==> src/rtl/avalon_rd_wr_arbiter.sv <==
// avalon_rd_wr_arbiter
// Shares one Avalon-MM SDRAM agent port between two hosts. Host 0 (framebuffer
// reader) has priority, but host 1 (drawing writer) gets a forced grant after
// STARVE_LIMIT consecutive host-0 grants taken while it was waiting. Bursts are
// granted whole. Read beats go back to the host that issued the burst.
//
// Ports
//   clk, rst_n            SDRAM-domain clock, synchronous active-low reset
//   hN_*                  host N Avalon-MM port (N = 0, 1)
//   m_*                   Avalon-MM port to the SDRAM agent
//   stray_beat            one-cycle pulse when a read beat arrives that no
//                         host is waiting for (e.g. left over from a reset)
//
// state   | meaning
// IDLE    | no owner active; arbitrate and latch the winner
// CMD     | owner's command passed to the agent until accepted
// RD_DATA | waiting for the read beats of the accepted burst
// WR_DATA | passing the remaining write beats of the accepted burst
module avalon_rd_wr_arbiter #(
  parameter int ADDR_W       = 32,
  parameter int DATA_W       = 32,
  parameter int BURST_W      = 6,
  parameter int STARVE_LIMIT = 4
) (
  input  logic                  clk,
  input  logic                  rst_n,
  input  logic [ADDR_W-1:0]     h0_address,
  input  logic                  h0_read,
  input  logic                  h0_write,
  input  logic [DATA_W-1:0]     h0_writedata,
  input  logic [DATA_W/8-1:0]   h0_byteenable,
  input  logic [BURST_W-1:0]    h0_burstcount,
  output logic                  h0_waitrequest,
  output logic [DATA_W-1:0]     h0_readdata,
  output logic                  h0_readdatavalid,
  input  logic [ADDR_W-1:0]     h1_address,
  input  logic                  h1_read,
  input  logic                  h1_write,
  input  logic [DATA_W-1:0]     h1_writedata,
  input  logic [DATA_W/8-1:0]   h1_byteenable,
  input  logic [BURST_W-1:0]    h1_burstcount,
  output logic                  h1_waitrequest,
  output logic [DATA_W-1:0]     h1_readdata,
  output logic                  h1_readdatavalid,
  output logic [ADDR_W-1:0]     m_address,
  output logic [DATA_W-1:0]     m_writedata,
  output logic [DATA_W/8-1:0]   m_byteenable,
  output logic [BURST_W-1:0]    m_burstcount,
  output logic                  m_read,
  output logic                  m_write,
  input  logic                  m_waitrequest,
  input  logic                  m_readdatavalid,
  input  logic [DATA_W-1:0]     m_readdata,
  output logic                  stray_beat
);

  localparam int STARVE_W = $clog2(STARVE_LIMIT + 1);
  localparam logic [STARVE_W-1:0] STARVE_MAX = STARVE_W'(STARVE_LIMIT);

  typedef enum logic [1:0] {IDLE, CMD, RD_DATA, WR_DATA} state_t;

  state_t               state, state_nxt;
  logic                 owner, owner_nxt;
  logic [BURST_W-1:0]   beat_cnt, beat_nxt;
  logic [STARVE_W-1:0]  starve_cnt;
  logic [ADDR_W-1:0]    addr_q, addr_nxt;
  logic [BURST_W-1:0]   bc_q, bc_nxt;

  logic                 req0, req1, grant1;
  logic                 o_read, o_write;
  logic [ADDR_W-1:0]    o_address;
  logic [DATA_W-1:0]    o_writedata;
  logic [DATA_W/8-1:0]  o_byteenable;
  logic [BURST_W-1:0]   o_burstcount, bc_eff;
  logic                 own_wait, rdv_own;

  assign req0   = h0_read | h0_write;
  assign req1   = h1_read | h1_write;
  assign grant1 = req1 & (~req0 | (starve_cnt == STARVE_MAX));

  assign o_read       = owner ? h1_read       : h0_read;
  assign o_write      = owner ? h1_write      : h0_write;
  assign o_address    = owner ? h1_address    : h0_address;
  assign o_writedata  = owner ? h1_writedata  : h0_writedata;
  assign o_byteenable = owner ? h1_byteenable : h0_byteenable;
  assign o_burstcount = owner ? h1_burstcount : h0_burstcount;

  // A burstcount of 0 is passed to the agent untouched but counted as 1 beat.
  assign bc_eff = (o_burstcount == '0) ? BURST_W'(1) : o_burstcount;

  always_ff @(posedge clk) begin
    if (!rst_n) begin
      state      <= IDLE;
      owner      <= 1'b0;
      beat_cnt   <= '0;
      starve_cnt <= '0;
      addr_q     <= '0;
      bc_q       <= '0;
    end else begin
      state    <= state_nxt;
      owner    <= owner_nxt;
      beat_cnt <= beat_nxt;
      addr_q   <= addr_nxt;
      bc_q     <= bc_nxt;
      if (!req1) begin
        starve_cnt <= '0;
      end else if (state == IDLE) begin
        if (grant1)
          starve_cnt <= '0;
        else if (req0 && starve_cnt != STARVE_MAX)
          starve_cnt <= starve_cnt + STARVE_W'(1);
      end
    end
  end

  always_comb begin
    state_nxt    = state;
    owner_nxt    = owner;
    beat_nxt     = beat_cnt;
    addr_nxt     = addr_q;
    bc_nxt       = bc_q;
    m_read       = 1'b0;
    m_write      = 1'b0;
    m_address    = o_address;
    m_burstcount = o_burstcount;
    m_writedata  = o_writedata;
    m_byteenable = o_byteenable;
    own_wait     = 1'b1;
    rdv_own      = 1'b0;
    stray_beat   = 1'b0;

    case (state)
      IDLE: begin
        if (req0 || req1) begin
          owner_nxt = grant1;
          state_nxt = CMD;
        end
      end
      CMD: begin
        own_wait = m_waitrequest;
        m_read   = o_read;
        m_write  = o_write & ~o_read;   // read wins when both are raised
        if (!o_read && !o_write) begin
          state_nxt = IDLE;
        end else if (!m_waitrequest) begin
          // Address and burstcount are frozen here for the rest of a write burst.
          addr_nxt = o_address;
          bc_nxt   = o_burstcount;
          if (o_read) begin
            beat_nxt  = bc_eff;
            state_nxt = RD_DATA;
          end else begin
            beat_nxt  = bc_eff - BURST_W'(1);
            state_nxt = (bc_eff == BURST_W'(1)) ? IDLE : WR_DATA;
          end
        end
      end
      RD_DATA: begin
        if (m_readdatavalid) begin
          rdv_own  = 1'b1;
          beat_nxt = beat_cnt - BURST_W'(1);
          if (beat_cnt == BURST_W'(1))
            state_nxt = IDLE;
        end
      end
      WR_DATA: begin
        m_address    = addr_q;
        m_burstcount = bc_q;
        m_write      = o_write;
        own_wait     = m_waitrequest;
        // A host dropping write mid-burst just stalls the burst here.
        if (o_write && !m_waitrequest) begin
          beat_nxt = beat_cnt - BURST_W'(1);
          if (beat_cnt == BURST_W'(1))
            state_nxt = IDLE;
        end
      end
      default: state_nxt = IDLE;
    endcase

    stray_beat = m_readdatavalid & (state != RD_DATA);

    // Hold the port quiet while reset is asserted, whatever state is still held.
    if (!rst_n) begin
      m_read     = 1'b0;
      m_write    = 1'b0;
      own_wait   = 1'b1;
      rdv_own    = 1'b0;
      stray_beat = 1'b0;
    end
  end

  assign h0_waitrequest   = owner ? 1'b1 : own_wait;
  assign h1_waitrequest   = owner ? own_wait : 1'b1;
  assign h0_readdatavalid = rdv_own & ~owner;
  assign h1_readdatavalid = rdv_own & owner;
  assign h0_readdata      = m_readdata;
  assign h1_readdata      = m_readdata;

endmodule

==> config.mk <==
export PLATFORM = sky130hd
export DESIGN_NAME = avalon_rd_wr_arbiter
export DESIGN_NICKNAME = d
export VERILOG_FILES = /design/src/rtl/avalon_rd_wr_arbiter.sv
export SDC_FILE = /design/constraint.sdc
export NUM_CORES = 1
export LEC_CHECK = 0
export CORE_AREA = 5 5 127 129
export DETAILED_ROUTE_END_ITERATION = 6
export DIE_AREA = 0 0 132 134
export PLACE_DENSITY = 0.72
export SETUP_SLACK_MARGIN = 0.15
export SLEW_MARGIN = 20
export SYNTH_ARGS = -nofsm -noshare
export SYNTH_HDL_FRONTEND = slang
export SYNTH_SLANG_ARGS = --single-unit
==> constraint.sdc <==
create_clock -name clk -period 5.62 [get_ports clk]
set_input_delay 1.124 -clock clk [delete_from_list [all_inputs] [get_ports clk]]
set_output_delay 1.124 -clock clk [all_outputs]
set_load 0.02 [all_outputs]
==> run_results.csv <==
group,metric,value,unit
layout,multi_input_area,0.00240,sq mm
layout,num_antenna_cells,0,
floorplanning,pin_count,333,
cts,cts_max_level,2,
timing,maxSlewViolCount,0,
critical_path,cp_num_buf_inv,2,
placement,dp.cells,843,
layout,register_area,0.00100,sq mm
synthesis,synth_edf_count,0,
floorplanning,initial_core_util,27.5,%
placement,dpl.hpwl,12900,um
critical_path,max_stage_delay,0.66,ns
layout,layout.nets,856,
power_and_ir_drop,p_leak,0.00221,uW
critical_path,cp_slowest_cell,"clkdlybuf4s50_1",
routing,drtAntennaViolNets,0,
routing,drcViolationCount,0,
timing,post-route-min-period,4.09,ns
job,maxCapViolations,0,
critical_path,path_class,"in -> out",
synthesis,yosysSeqAreaShare,24.4,%
synthesis,synthDistinctLibCells,51,
timing,slew_headroom,52.6,%
layout,final_cell_mix,"236 x clkdlybuf4s50_1, 92 x nor2_1, 50 x a21oi_1",
routing,wire_per_inst,18.7,um
cts,cts_buffers,5,
critical_path,cp_common_cell,"clkdlybuf4s50_1",
global_routing,grt_pass1_vias,4044,
timing,rsz0062_at_grt,"no",
placement,gp_congestion,0.799,
cts,hold_buffers,0,
layout,stdcell_count,851,
routing,viasPerCell,4.79,
routing,num_vias,4080,
floorplanning,row_count,45,
global_routing,grt_first_pass_wirelength,24000,um
critical_path,required,4.50,ns
synthesis,synth_area,0.00410,sq mm
routing,drtPass1Iterations,5,
status,status,"finished, final reports clean",
routing,first_iter_violations,186,
global_routing,grt_max_degree,63,
layout,n_fill_cell,1524,
global_routing,overflow,0,
synthesis,syn_avg_cell_area,8.02,sq um
floorplanning,core,0.0149,sq mm
cts,cts_buffer_depth,2,
timing,setup_viol,0,
synthesis,synthArstFlopShare,0,%
floorplanning,die-width,132,um
synthesis,synth_warnings,0,
power_and_ir_drop,p_per_area,199,mW/mm^2
cts,clkLatencyLatePin,0.29,ns
cts,cts_tree,"done",
critical_path,endpoint_kind,"output pin",
synthesis,synth_ff_type,"dfxtp_1",
floorplanning,dieArea,0.0177,sq mm
synthesis,synth_fp_nets,705,
routing,routed_wl,15900,um
global_routing,grt_usage,17.1,%
synthesis,ys_ff_latch,50,
cts,clkSinkCount,50,
timing,fin_skew,0.0116,ns
worst_hold_path,hp-class,"reg -> reg",
critical_path,start_kind,"input pin",
timing,setup-tns-final,0,ns
synthesis,netlist_instances,511,
timing,layout_worst_path_cycle_share,72.7,%
critical_path,crit_chain,"clkdlybuf4s50_1 > mux2_2 > a211oi_1 > clkdlybuf4s50_1",
timing,fmax,245,MHz
cts,cts_setup_buffers,0,
power_and_ir_drop,ir_drop,0.114,mV
layout,area_growth,52.0,%
cts,cts_resized,0,
worst_hold_path,hold_path_depth,2,
cts,cts_root_buffer,"clkbuf_16",
global_routing,antenna_found_initial,0,
critical_path,cp.arrival,2.96,ns
timing,worst_pin_slew,0.710,ns
timing,hold_violations,0,
layout,drive_gt1_share,9.05,%
floorplanning,die_y,134,um
critical_path,cp_top_family,"buffers and inverters",
critical_path,worst-path-max-fanout,7,
placement,io_buffer_count,236,
critical_path,reg2reg_depth,11,
cts,cts.clk_slew.worst_paths,0.07,ns
critical_path,path_depth,4,
layout,final_common_cell,"clkdlybuf4s50_1",
-- registers in the layout, summed over array words and instances (netlist names) --
register / count
beat_cnt: 6
state: 2
owner: 1
starve_cnt: 3
bc_q: 6
addr_q: 32
-- layout make-up --
cell class / count / area share, %
inverter: 11 / 0.663
multi-input combinational: 351 / 38.4
timing repair buffer: 243 / 38.7
sequential: 50 / 16.1
clock inverter: 1 / 0.120
clock buffer: 7 / 2.13
tap: 188 / 3.77
-- through the flow --
step / cell area, sq um / setup WS (ns) / hold slack (ns) / util [%] / power [uW]
floorplan: 4100 / 2.21 / 0.449 / - / 745
detailed placement: 6090 / 1.54 / 0.470 / 40.8 / 945
global placement: 6090 / 1.58 / 0.464 / 40.8 / 942
finish: 6230 / 1.53 / 0.476 / 41.8 / 1240
CTS: 6230 / 1.35 / 0.480 / 41.7 / 1260
global route: 6230 / 1.38 / 0.519 / 41.8 / 1320
-- worst min-delay path, cell delays in order, from the launching register on --
cell     delay, ns
dfxtp_1       0.33
nand2_1       0.06
a21oi_1       0.05
-- routing by layer --
layer,global-route usage (%),routed length (um),up-vias
met5,0,0,-
met4,2.97,103,0
met3,6.38,1590,13
met2,29.7,7700,235
met1,20.6,6510,1796
li1,-,-,2036
-- Yosys cell counts, types with 6 or more instances --
cell type	count	area, sq um
nor3_1	8	40.0
nor2_1	92	345
buf_4	75	563
inv_1	10	37.5
o21ai_0	7	35.0
buf_2	7	35.0
clkbuf_1	16	60.1
mux2_2	37	417
a21oi_1	50	250
dfxtp_1	50	1000
mux2i_1	43	430
ha_1	6	75.1
nand2_1	16	60.1
a211oi_1	41	308
-- logic make-up after synthesis --
kind of cell               after synthesis  share of synthesized area (%)
buffers and inverters                  110                           17.3
xor gates and xnor gates                 3                          0.641
DFF                                     50                           24.4
and+or+nand+nor                        144                           15.5
muxes                                   80                           20.7
AOI/OAI and AO/OA                      118                           19.7
adders and majority gates                6                           1.83
-- worst paths after layout --
check | startpoint | slack, ns | endpoint
max | h1_read | 1.53 | m_write
min | starve_cnt[1] | 0.48 | starve_cnt[1]
max reg2reg | owner | 2.14 | beat_cnt[2]
min reg2reg | starve_cnt[1] | 0.48 | starve_cnt[1]
-- power breakdown --
part | total (uW) | internal [uW] | switching [uW]
clock network | 306 | 166 | 140
registers | 413 | 384 | 28.6
logic | 520 | 276 | 244
total | 1240 | 826 | 412
Power figures use the tool's default switching activity.
==> RTL edit (config.mk and constraints unchanged) <==
Re-encode `state_t` (4 states) as Gray code, 2 bits wide.
--- a/src/rtl/avalon_rd_wr_arbiter.sv
+++ b/src/rtl/avalon_rd_wr_arbiter.sv
@@ -57,7 +57,7 @@
   localparam int STARVE_W = $clog2(STARVE_LIMIT + 1);
   localparam logic [STARVE_W-1:0] STARVE_MAX = STARVE_W'(STARVE_LIMIT);
 
-  typedef enum logic [1:0] {IDLE, CMD, RD_DATA, WR_DATA} state_t;
+  typedef enum logic [1:0] {IDLE = 2'b00, CMD = 2'b01, RD_DATA = 2'b11, WR_DATA = 2'b10} state_t;
 
   state_t               state, state_nxt;
   logic                 owner, owner_nxt;
Check against the original RTL: same outputs for any inputs over 4 cycles, from zero or initial values and one cycle with rst_n low; so few cycles prove little.
==> RTL edit against the original RTL <==
Sequential cell count unchanged. Critical path depth unchanged. Clock skew down 0.0041 ns. First-iteration DRC count down 13%. Setup slack better by 0.040 ns. Cell count down 4.1%. Register-to-register slack better by 0.95 ns. Routed wire length down 9.5%. Synthesized area up 5.8%. Total power up 13%. Final area up 4.3%.
==> RTL edit: results (changes against the original RTL) <==
stage,metric,value,unit,change
status,outcome,finished clean,,unchanged
final_layout,drive_above_1_share,22.01,%,was 9.050%
min_path,hp-start,addr_q[1],,was starve_cnt[1]
power_and_ir_drop,p_leak,0.002321,uW,was 0.002210 uW
worst_setup_path,cp.arrival,2.92,ns,was 2.96 ns
worst_setup_path,rrSetupSlack,3.09,ns,was 2.14 ns
final_layout,nets,826,,was 856
power_and_ir_drop,internal_power,919.3,uW,was 826.4 uW
synth,synth_area_leaders,"mux2_2 (28%), dfxtp_1 (23%), buf_4 (11%), mux2i_1 (9.7%), nor2_1 (5.0%)",,"was dfxtp_1 (24%), buf_4 (14%), mux2i_1 (10%), mux2_2 (10%), nor2_1 (8.4%)"
global_routing,grt_use_total,15.69,%,was 17.15%
power_and_ir_drop,worst_ir_drop_vdd,0.09977,mV,was 0.1135 mV
sta,worst_slew_margin_rel,42.03,%,was 52.60%
route,wl,14.38,mm,was 15.89 mm
power_and_ir_drop,p_clk,298,uW,was 306 uW
worst_setup_path,r2r_end,addr_q[10],,was beat_cnt[2]
route,firstDrtPassIters,4,,was 5
synth,postSynthCellCount,472,,was 511
sta,finalClockSkew,0.007568,ns,was 0.01163 ns
power_and_ir_drop,p_comb_share,48.0,%,was 42.0%
synth,yosys.cell_types.count,55,,was 51
worst_setup_path,critPathMaxFanout,56,,was 7
power_and_ir_drop,power.density,214.9,mW/mm^2,was 198.8 mW/mm^2
global_routing,grt_pass1_vias,4221,,was 4044
synth,yosysSeqAreaShare,23.07,%,was 24.41%
place,gp_congestion,0.8625,,was 0.7987
min_path,min_to,addr_q[1],,was starve_cnt[1]
route,drt_iter0_drc,161,,was 186
global_routing,grt_pass1_wl,22.59,mm,was 23.98 mm
synth,synthAdderAreaFrac,3.173,%,was 1.831%
global_routing,grt_max_degree,56,,was 63
synth,synthMuxAreaShare,39.11,%,was 20.66%
synth,synthXorXnorAreaFrac,0.6057,%,was 0.6408%
place,dpl_cell_area,0.006360,sq mm,was 0.006087 sq mm
synth,synthTopCellsByCount,"mux2_2 (109), buf_4 (64), nor2_1 (58)",,"was nor2_1 (92), buf_4 (75), a21oi_1 (50), dfxtp_1 (50), mux2i_1 (43)"
route,wl_per_cell,17.62,um,was 18.67 um
==> RTL edit: cell count changes in the layout (fill, tap and decap cells not counted), moves of 5 or more <==
cell      before  now
nand2_1       15   10
a21oi_1       50   10
a211oi_1      41    5
mux2_2        37  109
nand3_1        2    7
nor2_1        92   57
==> RTL edit: critical path, cell delays in order (launching register included) <==
cell and delay (ns):
dfxtp_4 0.83, buf_4 0.54, mux2_2 0.41, mux2_2 0.28, clkdlybuf4s50_1 0.56
==> RTL edit: stage by stage <==
step,worst slack [ns],hold slack [ns]
5_1_grt,1.458,0.5203
6_report,1.572,0.4903
3_3_place_gp,1.615,0.4638
2_1_floorplan,2.452,0.4537
3_5_place_dp,1.595,0.4802
4_1_cts,1.528,0.4960
==> RTL edit: layout make-up <==
cell class / count / area, sq um
fillers: 1433 / 8419
clock buffers: 5 / 125.1
inverters: 12 / 46.29
multi-input cells: 318 / 2681
flip-flops and latches: 50 / 1005
well taps: 188 / 235.2
repair buffers: 240 / 2392
diodes: 1 / 2.502
clock inverters: 2 / 13.76
==> RTL edit: worst max-delay path by stage <==
stage          startpoint            end  cells after the start  slack, ns
5_1_grt             owner  m_address[22]                      4       1.46
4_1_cts             owner  m_address[22]                      4       1.53
3_5_place_dp      h1_read        m_write                      6       1.59
2_1_floorplan     h1_read        m_write                      4       2.45
6_report            owner  m_address[22]                      4       1.57
3_3_place_gp      h1_read        m_write                      6       1.62
==> RTL edit: per-layer routing <==
layer	share of wire, %	routed length (um)	vias to the layer above	GRT usage, %
met4	1.8	255	0	4.800
li1	-	-	1905	-
met1	42	6109	1780	19.55
met2	47	6794	154	25.66
met5	0	0	-	0
met3	8.5	1221	32	5.326
